==> config.mk <==
export PLATFORM = sky130hd
export DESIGN_NAME = neuron_out_rx_flat
export DESIGN_NICKNAME = d
export VERILOG_FILES = /design/src/rtl/neuron_rx_pkg.sv /design/src/rtl/neuron_out_rx_if.sv /design/src/rtl/sync_frame_fifo.sv /design/src/rtl/neuron_out_rx.sv /design/src/flat_wrapper.sv
export SDC_FILE = /design/constraint.sdc
export NUM_CORES = 1
export LEC_CHECK = 0
export BUFFER_PORTS_ARGS = -buffer_cell sky130_fd_sc_hd__buf_2
export CORE_MARGIN = 2
export CORE_UTILIZATION = 55
export DETAILED_ROUTE_END_ITERATION = 7
export PLACE_DENSITY = 0.82
export SLEW_MARGIN = 20
export SYNTH_ARGS = -nofsm -noshare
export SYNTH_HDL_FRONTEND = slang
export SYNTH_SLANG_ARGS = --single-unit
==> constraint.sdc <==
create_clock -name clk -period 5.4 [get_ports clk]
set_clock_uncertainty 0.05 [all_clocks]
set_input_delay 1.35 -clock clk [delete_from_list [all_inputs] [get_ports clk]]
set_output_delay 1.35 -clock clk [all_outputs]
set_load 0.01 [all_outputs]
==> src/rtl/neuron_rx_pkg.sv <==
`default_nettype none
// +----------------------------------------------------------------------+
// | neuron_rx_pkg                                                        |
// | Shared types and constants for the neuron output receiver.           |
// | Revision: 1.0                                                        |
// +----------------------------------------------------------------------+
package neuron_rx_pkg;

   localparam logic [7:0] c_HDR_MAGIC = 8'hA5;

   typedef logic signed [31:0] fix16_t;

   typedef struct packed {
      logic [31:0] hdr;
      fix16_t      v;
      fix16_t      g;
   } frame_t;

   typedef logic [1:0] rx_state_t;
   localparam rx_state_t c_ST_IDLE = 2'd0;
   localparam rx_state_t c_ST_HDR  = 2'd1;
   localparam rx_state_t c_ST_V1   = 2'd2;
   localparam rx_state_t c_ST_GM   = 2'd3;

   function automatic logic [15:0] sat_inc16(input logic [15:0] x);
      return (x == 16'hFFFF) ? x : x + 16'd1;
   endfunction

endpackage
`default_nettype wire

==> src/rtl/neuron_out_rx_if.sv <==
`default_nettype none
// +----------------------------------------------------------------------+
// | neuron_out_rx_if                                                     |
// | Valid/ready word stream from the receiver to the host consumer.      |
// | Revision: 1.0                                                        |
// +----------------------------------------------------------------------+
interface neuron_out_rx_if;
   logic [31:0] m_data;
   logic        m_valid;
   logic        m_ready;
   logic        m_last;

   modport master (output m_data, m_valid, m_last, input  m_ready);
   modport slave  (input  m_data, m_valid, m_last, output m_ready);
endinterface
`default_nettype wire

==> src/rtl/sync_frame_fifo.sv <==
`default_nettype none
// +----------------------------------------------------------------------+
// | sync_frame_fifo                                                      |
// | DEPTH x 96-bit frame FIFO; a pop frees its slot for a same-cycle push.|
// | Revision: 1.0                                                        |
// +----------------------------------------------------------------------+
module sync_frame_fifo
   import neuron_rx_pkg::*;
#(
   parameter int DEPTH = 4
) (
   input  logic   clk,
   input  logic   rst_n,
   input  logic   push,
   input  frame_t din,
   input  logic   pop,
   output frame_t dout,
   output logic   full,
   output logic   empty,
   output logic   single
);
   localparam int c_AW = $clog2(DEPTH);

   frame_t            r_mem [DEPTH];
   logic [c_AW-1:0]   r_wr_ptr;
   logic [c_AW-1:0]   r_rd_ptr;
   logic [c_AW:0]     r_count;
   logic              w_do_push;
   logic              w_do_pop;

   assign full      = (r_count == (c_AW+1)'(DEPTH));
   assign empty     = (r_count == '0);
   assign single    = (r_count == (c_AW+1)'(1));
   assign w_do_pop  = pop && !empty;
   assign w_do_push = push && (!full || w_do_pop);
   assign dout      = r_mem[r_rd_ptr];

   always_ff @(posedge clk) begin
      if (w_do_push) r_mem[r_wr_ptr] <= din;
   end

   always_ff @(posedge clk or negedge rst_n) begin
      if (!rst_n) begin
         r_wr_ptr <= '0;
         r_rd_ptr <= '0;
         r_count  <= '0;
      end else begin
         if (w_do_push) r_wr_ptr <= r_wr_ptr + 1'b1;
         if (w_do_pop)  r_rd_ptr <= r_rd_ptr + 1'b1;
         case ({w_do_push, w_do_pop})
            2'b10:   r_count <= r_count + 1'b1;
            2'b01:   r_count <= r_count - 1'b1;
            default: r_count <= r_count;
         endcase
      end
   end
endmodule
`default_nettype wire

==> src/rtl/neuron_out_rx.sv <==
`default_nettype none
// +----------------------------------------------------------------------+
// | neuron_out_rx                                                        |
// | Samples neuron v1/Gm, detects spikes, streams 3-word frames to host. |
// | Revision: 1.0                                                        |
// +----------------------------------------------------------------------+
module neuron_out_rx
   import neuron_rx_pkg::*;
#(
   parameter int                 FRAME_LEN = 13,
   parameter int                 PHASE     = 12,
   parameter int                 DECIM     = 1,
   parameter logic signed [31:0] DROP_TH   = 32'sh0028_0000,
   parameter int                 DEPTH     = 4
) (
   input  logic                   clk,
   input  logic                   rst_n,
   input  logic [15:0]            iv1i,
   input  logic [15:0]            iv1d,
   input  logic [15:0]            iGmi,
   input  logic [15:0]            iGmd,
   neuron_out_rx_if.master        m,
   output logic                   spike,
   output logic [15:0]            spike_cnt,
   output logic [15:0]            drop_cnt
);
   localparam int c_PW = (FRAME_LEN > 1) ? $clog2(FRAME_LEN) : 1;

   logic [c_PW-1:0]    r_phase;
   logic [7:0]         r_decim;
   logic               w_sample;
   logic               w_keep;
   fix16_t             r_v, r_g, r_prev;
   logic               r_prev_ok;
   logic               r_pend;
   logic [15:0]        r_isi;
   logic [6:0]         r_seq;
   logic               r_spike;
   logic [15:0]        r_spike_cnt;
   logic [15:0]        r_drop_cnt;
   logic signed [32:0] w_diff;
   logic signed [32:0] w_th;
   logic               w_spike;
   logic [15:0]        w_isi_inc;
   frame_t             w_frame;
   frame_t             w_head;
   logic               w_full, w_empty, w_single;
   logic               w_fire, w_pop;
   rx_state_t          r_state;

   assign w_sample = (r_phase == c_PW'(PHASE));
   assign w_keep   = w_sample && (r_decim == 8'd0);

   // Spike test uses the sample captured one cycle earlier, in 33 bits so the drop cannot wrap.
   assign w_diff    = {r_prev[31], r_prev} - {r_v[31], r_v};
   assign w_th      = {DROP_TH[31], DROP_TH};
   assign w_spike   = r_pend && r_prev_ok && (w_diff > w_th);
   assign w_isi_inc = sat_inc16(r_isi);

   always_comb begin
      w_frame     = '0;
      w_frame.hdr = {c_HDR_MAGIC, w_spike, r_seq, w_isi_inc};
      w_frame.v   = r_v;
      w_frame.g   = r_g;
   end

   always_ff @(posedge clk or negedge rst_n) begin
      if (!rst_n) begin
         r_phase <= '0;
         r_decim <= '0;
         r_v     <= '0;
         r_g     <= '0;
         r_pend  <= 1'b0;
      end else begin
         r_phase <= (r_phase == c_PW'(FRAME_LEN-1)) ? '0 : r_phase + 1'b1;
         if (w_sample)
            r_decim <= (r_decim == 8'(DECIM-1)) ? 8'd0 : r_decim + 8'd1;
         if (w_keep) begin
            r_v <= {iv1i, iv1d};
            r_g <= {iGmi, iGmd};
         end
         r_pend <= w_keep;
      end
   end

   always_ff @(posedge clk or negedge rst_n) begin
      if (!rst_n) begin
         r_prev      <= '0;
         r_prev_ok   <= 1'b0;
         r_isi       <= '0;
         r_seq       <= '0;
         r_spike     <= 1'b0;
         r_spike_cnt <= '0;
         r_drop_cnt  <= '0;
      end else begin
         r_spike <= w_spike;
         if (r_pend) begin
            r_prev    <= r_v;
            r_prev_ok <= 1'b1;
            r_isi     <= w_spike ? 16'd0 : w_isi_inc;
            r_seq     <= r_seq + 7'd1;
            if (w_spike) r_spike_cnt <= sat_inc16(r_spike_cnt);
            if (w_full && !w_pop) r_drop_cnt <= sat_inc16(r_drop_cnt);
         end
      end
   end

   sync_frame_fifo #(.DEPTH(DEPTH)) u_fifo (
      .clk    (clk),
      .rst_n  (rst_n),
      .push   (r_pend),
      .din    (w_frame),
      .pop    (w_pop),
      .dout   (w_head),
      .full   (w_full),
      .empty  (w_empty),
      .single (w_single)
   );

   // The frame stays at the FIFO head until its last word leaves, keeping words stable under stall.
   assign w_fire = m.m_valid && m.m_ready;
   assign w_pop  = w_fire && (r_state == c_ST_GM);

   always_ff @(posedge clk or negedge rst_n) begin
      if (!rst_n) begin
         r_state <= c_ST_IDLE;
      end else begin
         case (r_state)
            c_ST_IDLE: if (!w_empty) r_state <= c_ST_HDR;
            c_ST_HDR:  if (w_fire)   r_state <= c_ST_V1;
            c_ST_V1:   if (w_fire)   r_state <= c_ST_GM;
            c_ST_GM:   if (w_fire)   r_state <= (!w_single || r_pend) ? c_ST_HDR : c_ST_IDLE;
            default:                 r_state <= c_ST_IDLE;
         endcase
      end
   end

   always_comb begin
      m.m_data = '0;
      case (r_state)
         c_ST_HDR: m.m_data = w_head.hdr;
         c_ST_V1:  m.m_data = w_head.v;
         c_ST_GM:  m.m_data = w_head.g;
         default:  m.m_data = '0;
      endcase
   end

   assign m.m_valid = (r_state != c_ST_IDLE);
   assign m.m_last  = (r_state == c_ST_GM);
   assign spike     = r_spike;
   assign spike_cnt = r_spike_cnt;
   assign drop_cnt  = r_drop_cnt;
endmodule
`default_nettype wire
==> src/flat_wrapper.sv <==
// flat-port wrapper written by rule: the top's interface ports become plain ports
module neuron_out_rx_flat import neuron_rx_pkg::*;
#(
   parameter int                 FRAME_LEN = 13,
   parameter int                 PHASE     = 12,
   parameter int                 DECIM     = 1,
   parameter logic signed [31:0] DROP_TH   = 32'sh0028_0000,
   parameter int                 DEPTH     = 4
)
  (clk, rst_n, iv1i, iv1d, iGmi, iGmd, spike, spike_cnt, drop_cnt, m_m_data, m_m_valid, m_m_last, m_m_ready);
  neuron_out_rx_if m_i ();
  input  logic clk;
  input  logic rst_n;
  input  logic [15:0] iv1i;
  input  logic [15:0] iv1d;
  input  logic [15:0] iGmi;
  input  logic [15:0] iGmd;
  output logic spike;
  output logic [15:0] spike_cnt;
  output logic [15:0] drop_cnt;
  output wire logic [$bits(m_i.m_data)-1:0] m_m_data;
  output wire logic [$bits(m_i.m_valid)-1:0] m_m_valid;
  output wire logic [$bits(m_i.m_last)-1:0] m_m_last;
  input wire logic [$bits(m_i.m_ready)-1:0] m_m_ready;
  assign m_m_data = m_i.m_data;
  assign m_m_valid = m_i.m_valid;
  assign m_m_last = m_i.m_last;
  assign m_i.m_ready = m_m_ready;
  neuron_out_rx #(.FRAME_LEN(FRAME_LEN), .PHASE(PHASE), .DECIM(DECIM), .DROP_TH(DROP_TH), .DEPTH(DEPTH)) u_core (.clk(clk), .rst_n(rst_n), .iv1i(iv1i), .iv1d(iv1d), .iGmi(iGmi), .iGmd(iGmd), .m(m_i), .spike(spike), .spike_cnt(spike_cnt), .drop_cnt(drop_cnt));
endmodule
==> impl_metrics.env, run 1 <==
export IMPL_insertedDiodeCount=0
export IMPL_final_wirelength_mm=54.0
export IMPL_slew_viol_final=0
export IMPL_drtIter0Drc=1381
export IMPL_grt_met1_usage=0.328
export IMPL_final_hold_viol_count=0
export IMPL_post_synth_num_cell_types=76
export IMPL_fp_row_count=75
export IMPL_final_net_count=1923
export IMPL_detail_route_wl_per_cell_um=22.7
export IMPL_timing_setup_critical_path_class="register to register"
export IMPL_gr_max_usage_layer="met2"
export IMPL_yosysTopAreaCellShare=0.455
export IMPL_power_report_internal_total_mw=7.57
export IMPL_crit_path_cell_trace="ha_1 -> fa_1 -> nand2b_1 -> a211oi_4 -> o21ai_1 -> a31oi_1 -> o21ai_0 -> a2111oi_0 -> a21oi_1 -> or4_1 -> and2_4 -> nor3_1"
export IMPL_start_util=0.556
export IMPL_edff_count_synth=352
export IMPL_drive_gt1_frac=0.216
export IMPL_cts_path_max_buffers=3
export IMPL_placeable_core_region_um2=41800
export IMPL_post_route_drc_count=0
export IMPL_required_time_worst_endpoint_ps=5820
export IMPL_synthToLayoutAreaGrowth_pct=12.5
export IMPL_cts_sink_count=527
export IMPL_setup_worst_path_start_class="register"
export IMPL_grt_max_degree=90
export IMPL_cp_slowest_cell="or4_1"
export IMPL_detail_route_first_pass_iterations=6
export IMPL_min_period_ps=4570
export IMPL_postCtsSetupRepairBufs=0
export IMPL_post_cts_hold_buffer_count=0
export IMPL_number_of_global_route_vias_before_repair=15200
export IMPL_syn_area_per_cell_um2=13.8
export IMPL_grt_first_pass_wirelength_mm=85.0
export IMPL_final_core_util=0.626
export IMPL_family_of_cells_with_the_greatest_summed_delay_on_the_critical_path="simple AND/OR/NAND/NOR gates"
export IMPL_sw_frac_of_total=0.291
export IMPL_outcome="finished, final reports clean"
export IMPL_timing_slew_headroom=0.350
export IMPL_critical_path_max_stage_delay_ps=850
export IMPL_yosys_most_used_dff="edfxtp_1"
export IMPL_via_count=14700
export IMPL_worst_slew_pin_transition_ps=975
export IMPL_groute_usage_overall=0.250
export IMPL_cts_buffers=49
export IMPL_overflow=0
export IMPL_post_synth_instance_area_um2=23200
export IMPL_grtUsageMet3=0.0338
export IMPL_share_seq_of_total_power=0.432
export IMPL_die_height_um=209
export IMPL_netlist_top_cells_count="edfxtp_1 (352), nand2_1 (250), dfrtp_1 (175)"
export IMPL_final_setup_violation_count=0
export IMPL_clkPwrFrac=0.331
export IMPL_p_comb_frac=0.236
export IMPL_critical_path_peak_fanout=22
export IMPL_yosysWarningCount=0
export IMPL_worstPathBufferInverterCount=0
export IMPL_floorplan_die_area_um2=43900
export IMPL_syn_inst=1679
export IMPL_worstHoldPathType="register to register"
export IMPL_cell_type_with_the_highest_aggregate_area_in_the_netlist="edfxtp_1"
export IMPL_switchingPower_mw=3.11
export IMPL_fin_tns_setup_ps=0
export IMPL_finalWeightedCongestion=0.916
export IMPL_p_leak_nw=9.85
export IMPL_ant_nets=0
export IMPL_timing_fmax_mhz=219
export IMPL_pin_count=134
export IMPL_syn_num_nets=1800
export IMPL_worst_endpoint_arrival_ps=4990
export IMPL_postCtsResizedCells=0
export IMPL_die_w_um=209
export IMPL_grt_setup_unrepaired="no"
export IMPL_min_period_over_period=0.846
export IMPL_antenna_violations_before_repair=0
export IMPL_layout_filler_cells=2848
export IMPL_dp_final_hpwl_mm=34.5
export IMPL_clk_root_buffer_cell="clkbuf_16"
export IMPL_critPathCaptureType="register"
export IMPL_clock_latency_at_the_later_pin_of_the_worst_skew_pair_ps=570
export IMPL_htreeDepth=2
export IMPL_netlist_top_cells_area="edfxtp_1 (46%), dfrtp_1 (19%), mux4_2 (7.8%), nand2_1 (4.0%), ha_1 (2.9%)"
export IMPL_worst_vdd_ir_mv=0.288
export IMPL_timing_max_cap_violations=0
export IMPL_seq_area_frac_synth=0.644
export IMPL_io_buffer_count=133
export IMPL_via_per_inst=6.16
export IMPL_async_reset_ff_frac=0.332
export IMPL_cts_tree="yes"
export IMPL_yosysMostFrequentCell="edfxtp_1"
export IMPL_count_of_state_elements_after_synthesis=527
export IMPL_power_per_cell_area_nw_per_um2=409
export IMPL_groute_layer_met2_usage=0.434
export IMPL_clkTransAtPathRegs_ps=60
-- cell usage in the layout, fill, tap and decap left out, drive strengths merged, types with 13 or more instances in the layout --
master | netlist | routed
a211oi | 13 | 13
a21o | 13 | 13
a21oi | 76 | 76
a22oi | 32 | 32
and3 | 22 | 22
buf | 30 | 154
clkbuf | 53 | 60
clkinv | 1 | 17
dfrtp | 175 | 175
edfxtp | 352 | 352
ha | 53 | 53
inv | 70 | 75
mux2 | 49 | 49
mux4 | 80 | 80
nand2 | 250 | 250
nand3 | 43 | 43
nand4 | 22 | 22
nor2 | 58 | 58
nor3 | 20 | 20
o21ai | 69 | 69
o22ai | 16 | 16
xnor2 | 49 | 49
xor2 | 19 | 19
-- kinds of logic (layout without fill, tap and decap cells) --
| group | after synthesis | after routing | synth area share |
|---|---|---|---|
| compound gates | 280 | 280 | 0.0808 |
| flops | 527 | 527 | 0.644 |
| buf+inv | 154 | 315 | 0.0271 |
| xor+xnor | 68 | 68 | 0.0257 |
| fa+ha+maj | 54 | 54 | 0.0294 |
| mux | 130 | 130 | 0.102 |
| simple gates | 466 | 466 | 0.0913 |
-- stage by stage --
stage | worst slack [ps] | area, um2 | hold WS [ps] | std cells | power, mW
3_3_place_gp | 968 | 24500 | 400 | 2290 | 7.13
4_1_cts | 857 | 26100 | 426 | 2379 | 10.7
6_report | 833 | 26100 | 425 | 2379 | 10.7
5_1_grt | 613 | 26100 | 459 | 2379 | 11.1
3_5_place_dp | 878 | 24500 | 408 | 2290 | 7.19
2_1_floorplan | 733 | 23200 | 386 | 1679 | 6.31
-- layer usage --
metal	part of all wire	wire (um)	vias to the layer above
met2	0.51	27400	620
met5	0	0	-
li1	-	-	6508
met3	0.058	3110	136
met4	0.032	1740	0
met1	0.40	21700	7400
-- path summary, 6_finish.rpt --
check / startpoint / endpoint / slack (ps) / depth (start not counted)
hold / removal: u_core.drop_cnt[9] / u_core.drop_cnt[9] / 430 / 1
hold reg to reg: u_core.drop_cnt[9] / u_core.drop_cnt[9] / 430 / 1
setup reg to reg: u_core.r_v[0] / u_core.r_isi[3] / 830 / 12
max in group asynchronous: rst_n / u_core.r_v[5] / 3320 / 2
setup / recovery: u_core.r_v[0] / u_core.r_isi[3] / 830 / 12
min in group asynchronous: rst_n / u_core.r_g[5] / 810 / 1
-- worst register-to-register path: cells and delay by family, from the launching register on --
family,cells,cell delay [ps]
adder cells (fa/ha/maj),2,630
flip-flops,1,450
AND/OR/NAND/NOR,4,1700
AO/OA/AOI/OAI,6,1650
-- state kept, by name (all words and copies together), names as in the netlist --
| signal | flops |
|---|---|
| u_core.drop_cnt | 16 |
| u_core.r_decim | 8 |
| u_core.r_g | 32 |
| u_core.r_isi | 16 |
| u_core.r_pend | 1 |
| u_core.r_phase | 4 |
| u_core.r_prev | 32 |
| u_core.r_prev_ok | 1 |
| u_core.r_seq | 7 |
| u_core.r_state | 2 |
| u_core.r_v | 32 |
| u_core.spike | 1 |
| u_core.spike_cnt | 16 |
| u_core.u_fifo.r_count | 3 |
| u_core.u_fifo.r_mem | 352 |
| u_core.u_fifo.r_rd_ptr | 2 |
| u_core.u_fifo.r_wr_ptr | 2 |
-- power by group through the flow --
stage | combinational (mW) | clock (mW) | sequential (mW)
finish | 2.52 | 3.54 | 4.62
global route | 2.71 | 3.71 | 4.64
CTS | 2.54 | 3.57 | 4.62
detailed placement | 2.49 | 0 | 4.71
global placement | 2.44 | 0 | 4.69
floorplan | 1.78 | 0 | 4.54
-- layout make-up --
cell class | instances | area (um2) | share of cell area
Timing Repair Buffer | 155 | 915 | 0.0350
Tap cell | 539 | 674 | 0.0258
Sequential cell | 527 | 15000 | 0.573
Clock inverter | 30 | 334 | 0.0128
Clock buffer | 59 | 1320 | 0.0507
Inverter | 71 | 267 | 0.0102
Multi-Input combinational cell | 998 | 7650 | 0.293
Power figures use the tool's default switching activity.
==> run 2, diff against run 1 <==
--- a/config.mk
+++ b/config.mk
@@ -5,11 +5,12 @@
 export SDC_FILE = /design/constraint.sdc
 export NUM_CORES = 1
 export LEC_CHECK = 0
+export ABC_AREA = 1
 export BUFFER_PORTS_ARGS = -buffer_cell sky130_fd_sc_hd__buf_2
 export CORE_MARGIN = 2
 export CORE_UTILIZATION = 55
 export DETAILED_ROUTE_END_ITERATION = 7
-export PLACE_DENSITY = 0.82
+export PLACE_DENSITY = 0.85
 export SLEW_MARGIN = 20
 export SYNTH_ARGS = -nofsm -noshare
 export SYNTH_HDL_FRONTEND = slang
==> constraint.sdc (replaced) <==
create_clock -name clk -period 3.9 [get_ports clk]
set_clock_uncertainty 0.05 [all_clocks]
set_input_delay 0.975 -clock clk [delete_from_list [all_inputs] [get_ports clk]]
set_output_delay 0.975 -clock clk [all_outputs]
set_load 0.01 [all_outputs]
==> impl_metrics.env, run 2 <==
export IMPL_cell_type_with_the_highest_aggregate_area_in_the_netlist="edfxtp_1"
export IMPL_final_hold_viol_count=0
export IMPL_insertedDiodeCount=0
export IMPL_cts_path_max_buffers=3
export IMPL_clock_latency_at_the_later_pin_of_the_worst_skew_pair_ps=610
export IMPL_detail_route_first_pass_iterations=6
export IMPL_timing_fmax_mhz=261
export IMPL_floorplan_die_area_um2=45100
export IMPL_layout_cells_most_common_list="nand2_1 (609), edfxtp_1 (352), nor2_1 (263)"
export IMPL_worst_endpoint_arrival_ps=2800
export IMPL_dp_final_hpwl_mm=38.4
export IMPL_groute_usage_overall=0.271
export IMPL_pin_count=134
export IMPL_final_wirelength_mm=60.1
export IMPL_post_cts_hold_buffer_count=0
export IMPL_htreeDepth=2
export IMPL_drtIter0Drc=2005
export IMPL_worstHoldPathType="input port to asynchronous set/reset pin"
export IMPL_io_buffer_count=133
export IMPL_count_of_state_elements_after_synthesis=527
export IMPL_yosys_most_used_dff="edfxtp_1"
export IMPL_start_util=0.556
export IMPL_timing_max_cap_violations=0
export IMPL_via_per_inst=5.76
export IMPL_timing_slew_headroom=0.463
export IMPL_yosysWarningCount=0
export IMPL_timing_setup_critical_path_class="register to output pin"
export IMPL_number_of_global_route_vias_before_repair=18000
export IMPL_fin_tns_setup_ps=0
export IMPL_syn_area_per_cell_um2=9.87
export IMPL_post_synth_instance_area_um2=23900
export IMPL_clkPwrFrac=0.308
export IMPL_overflow=0
export IMPL_finalWeightedCongestion=0.961
export IMPL_final_net_count=2662
export IMPL_netlist_top_cells_area="edfxtp_1 (44%), dfrtp_1 (18%), nand2_1 (9.6%), o21ai_0 (5.5%), nor2_1 (4.2%)"
export IMPL_final_core_util=0.628
export IMPL_reg2regPathDepth=18
export IMPL_fp_row_count=76
export IMPL_worst_slew_pin_transition_ps=804
export IMPL_largest_register_ff_count=352
export IMPL_worst_r2r_startpoint="u_core.r_v[0]"
export IMPL_p_comb_frac=0.284
export IMPL_setup_worst_path_start_class="register"
export IMPL_final_setup_violation_count=0
export IMPL_slew_viol_final=0
export IMPL_cp_startpoint="u_core.u_fifo.r_rd_ptr[0]"
export IMPL_cts_sink_count=527
export IMPL_power_report_internal_total_mw=10.2
export IMPL_edff_count_synth=352
export IMPL_grt_setup_unrepaired="no"
export IMPL_grt_max_degree=111
export IMPL_share_seq_of_total_power=0.408
export IMPL_required_time_worst_endpoint_ps=2870
export IMPL_antenna_violations_before_repair=1
export IMPL_critical_path_peak_fanout=110
export IMPL_crit_reg2reg_capture="u_core.u_fifo.r_mem[0][87]"
export IMPL_min_period_ps=3830
export IMPL_syn_num_nets=2541
export IMPL_switchingPower_mw=5.21
export IMPL_yosysMostFrequentCell="nand2_1"
export IMPL_p_leak_nw=11.4
export IMPL_finish_instance_area_um2=27000
export IMPL_post_route_drc_count=0
export IMPL_outcome="finished, final reports clean"
export IMPL_post_synth_num_cell_types=43
export IMPL_clk_root_buffer_cell="clkbuf_16"
export IMPL_critPathCaptureType="output pin"
export IMPL_max_flop_register="u_core.u_fifo.r_mem"
export IMPL_dpl_instance_area_um2=25300
export IMPL_power_per_cell_area_nw_per_um2=570
export IMPL_via_count=18200
export IMPL_synthToLayoutAreaGrowth_pct=12.9
export IMPL_netlist_top_cells_count="nand2_1 (609), edfxtp_1 (352), nor2_1 (268)"
export IMPL_cts_tree="yes"
export IMPL_detail_route_wl_per_cell_um=19.0
export IMPL_cts_buffers=51
export IMPL_seq_area_frac_synth=0.626
export IMPL_grt_first_pass_wirelength_mm=94.5
export IMPL_finalPower_mw=15.4
export IMPL_layout_commonest_cell="nand2_1"
export IMPL_ant_nets=0
export IMPL_yosysTopAreaCellShare=0.442
export IMPL_placeable_core_region_um2=43000
export IMPL_syn_inst=2420
export IMPL_async_reset_ff_frac=0.332
export IMPL_die_height_um=212
export IMPL_sw_frac_of_total=0.339
export IMPL_clkTransAtPathRegs_ps=70
export IMPL_reg2reg_slack_ps=310
export IMPL_die_w_um=212
export IMPL_min_period_over_period=0.982
export IMPL_worst_vdd_ir_mv=0.419
export IMPL_drive_gt1_frac=0.108
run 2: area by class of cell:
class,instances,area (um2)
timing repair buffer,167,1080
fill,3338,16000
sequential,527,15000
tap,585,732
inverter,216,823
clock buffer,77,1440
multi-input combinational,1578,7800
clock inverter,18,150
run 2: worst max-delay path: stages (launching register included):
cell and delay (ps):
dfrtp_4 640, buf_16 340, o21ai_0 190, o22ai_1 340, nand2_1 220, nand3_1 150
nand2_1 60, inv_1 60, buf_2 120
run 2: through the flow:
stage               hold WS, ps  worst slack [ps]  std cells
floorplan                   387              -375       2420
detailed placement          403               438       3072
global route                326             0.255       3168
global placement            401               512       3072
finish                      312              71.9       3168
CTS                         315              4.99       3167
run 2: power by group through the flow:
stage	Combinational, mW	Clock, mW	Sequential [mW]
detailed placement	4.21	0	6.37
global route	4.82	5.01	6.27
floorplan	2.69	0	6.28
global placement	4.06	0	6.36
finish	4.37	4.74	6.27
CTS	4.27	4.78	6.27
run 2: repair_timing:
item / CTS / global route
resized for setup: 3 / 7
endpoints found under the setup margin: 4 / 30
buffers inserted: 0 / 1
pin swaps: 0 / 1
run 2: worst max path at each step:
| stage | endpoint | depth (start not counted) |
|---|---|---|
| 6_report | m_m_data[7] | 8 |
| 3_5_place_dp | u_core.u_fifo.r_mem[1][87] | 18 |
| 2_1_floorplan | u_core.u_fifo.r_mem[0][0] | 6 |
| 3_3_place_gp | u_core.u_fifo.r_mem[3][87] | 18 |
| 4_1_cts | m_m_data[11] | 8 |
| 5_1_grt | u_core.spike_cnt[0] | 20 |
run 2: cells by family after synthesis:
| group | Yosys count | share of synthesized area |
|---|---|---|
| and+or+nand+nor | 1070 | 0.184 |
| AOI/OAI and AO/OA | 398 | 0.0908 |
| xor gates and xnor gates | 56 | 0.0205 |
| DFF | 527 | 0.626 |
| buffers and inverters | 315 | 0.0502 |
| adders and majority gates | 54 | 0.0286 |
run 2: metal layers:
metal,track usage,share of wire
met5,0,0
met4,0.102,0.033
met3,0.0496,0.085
met2,0.451,0.48
met1,0.356,0.40
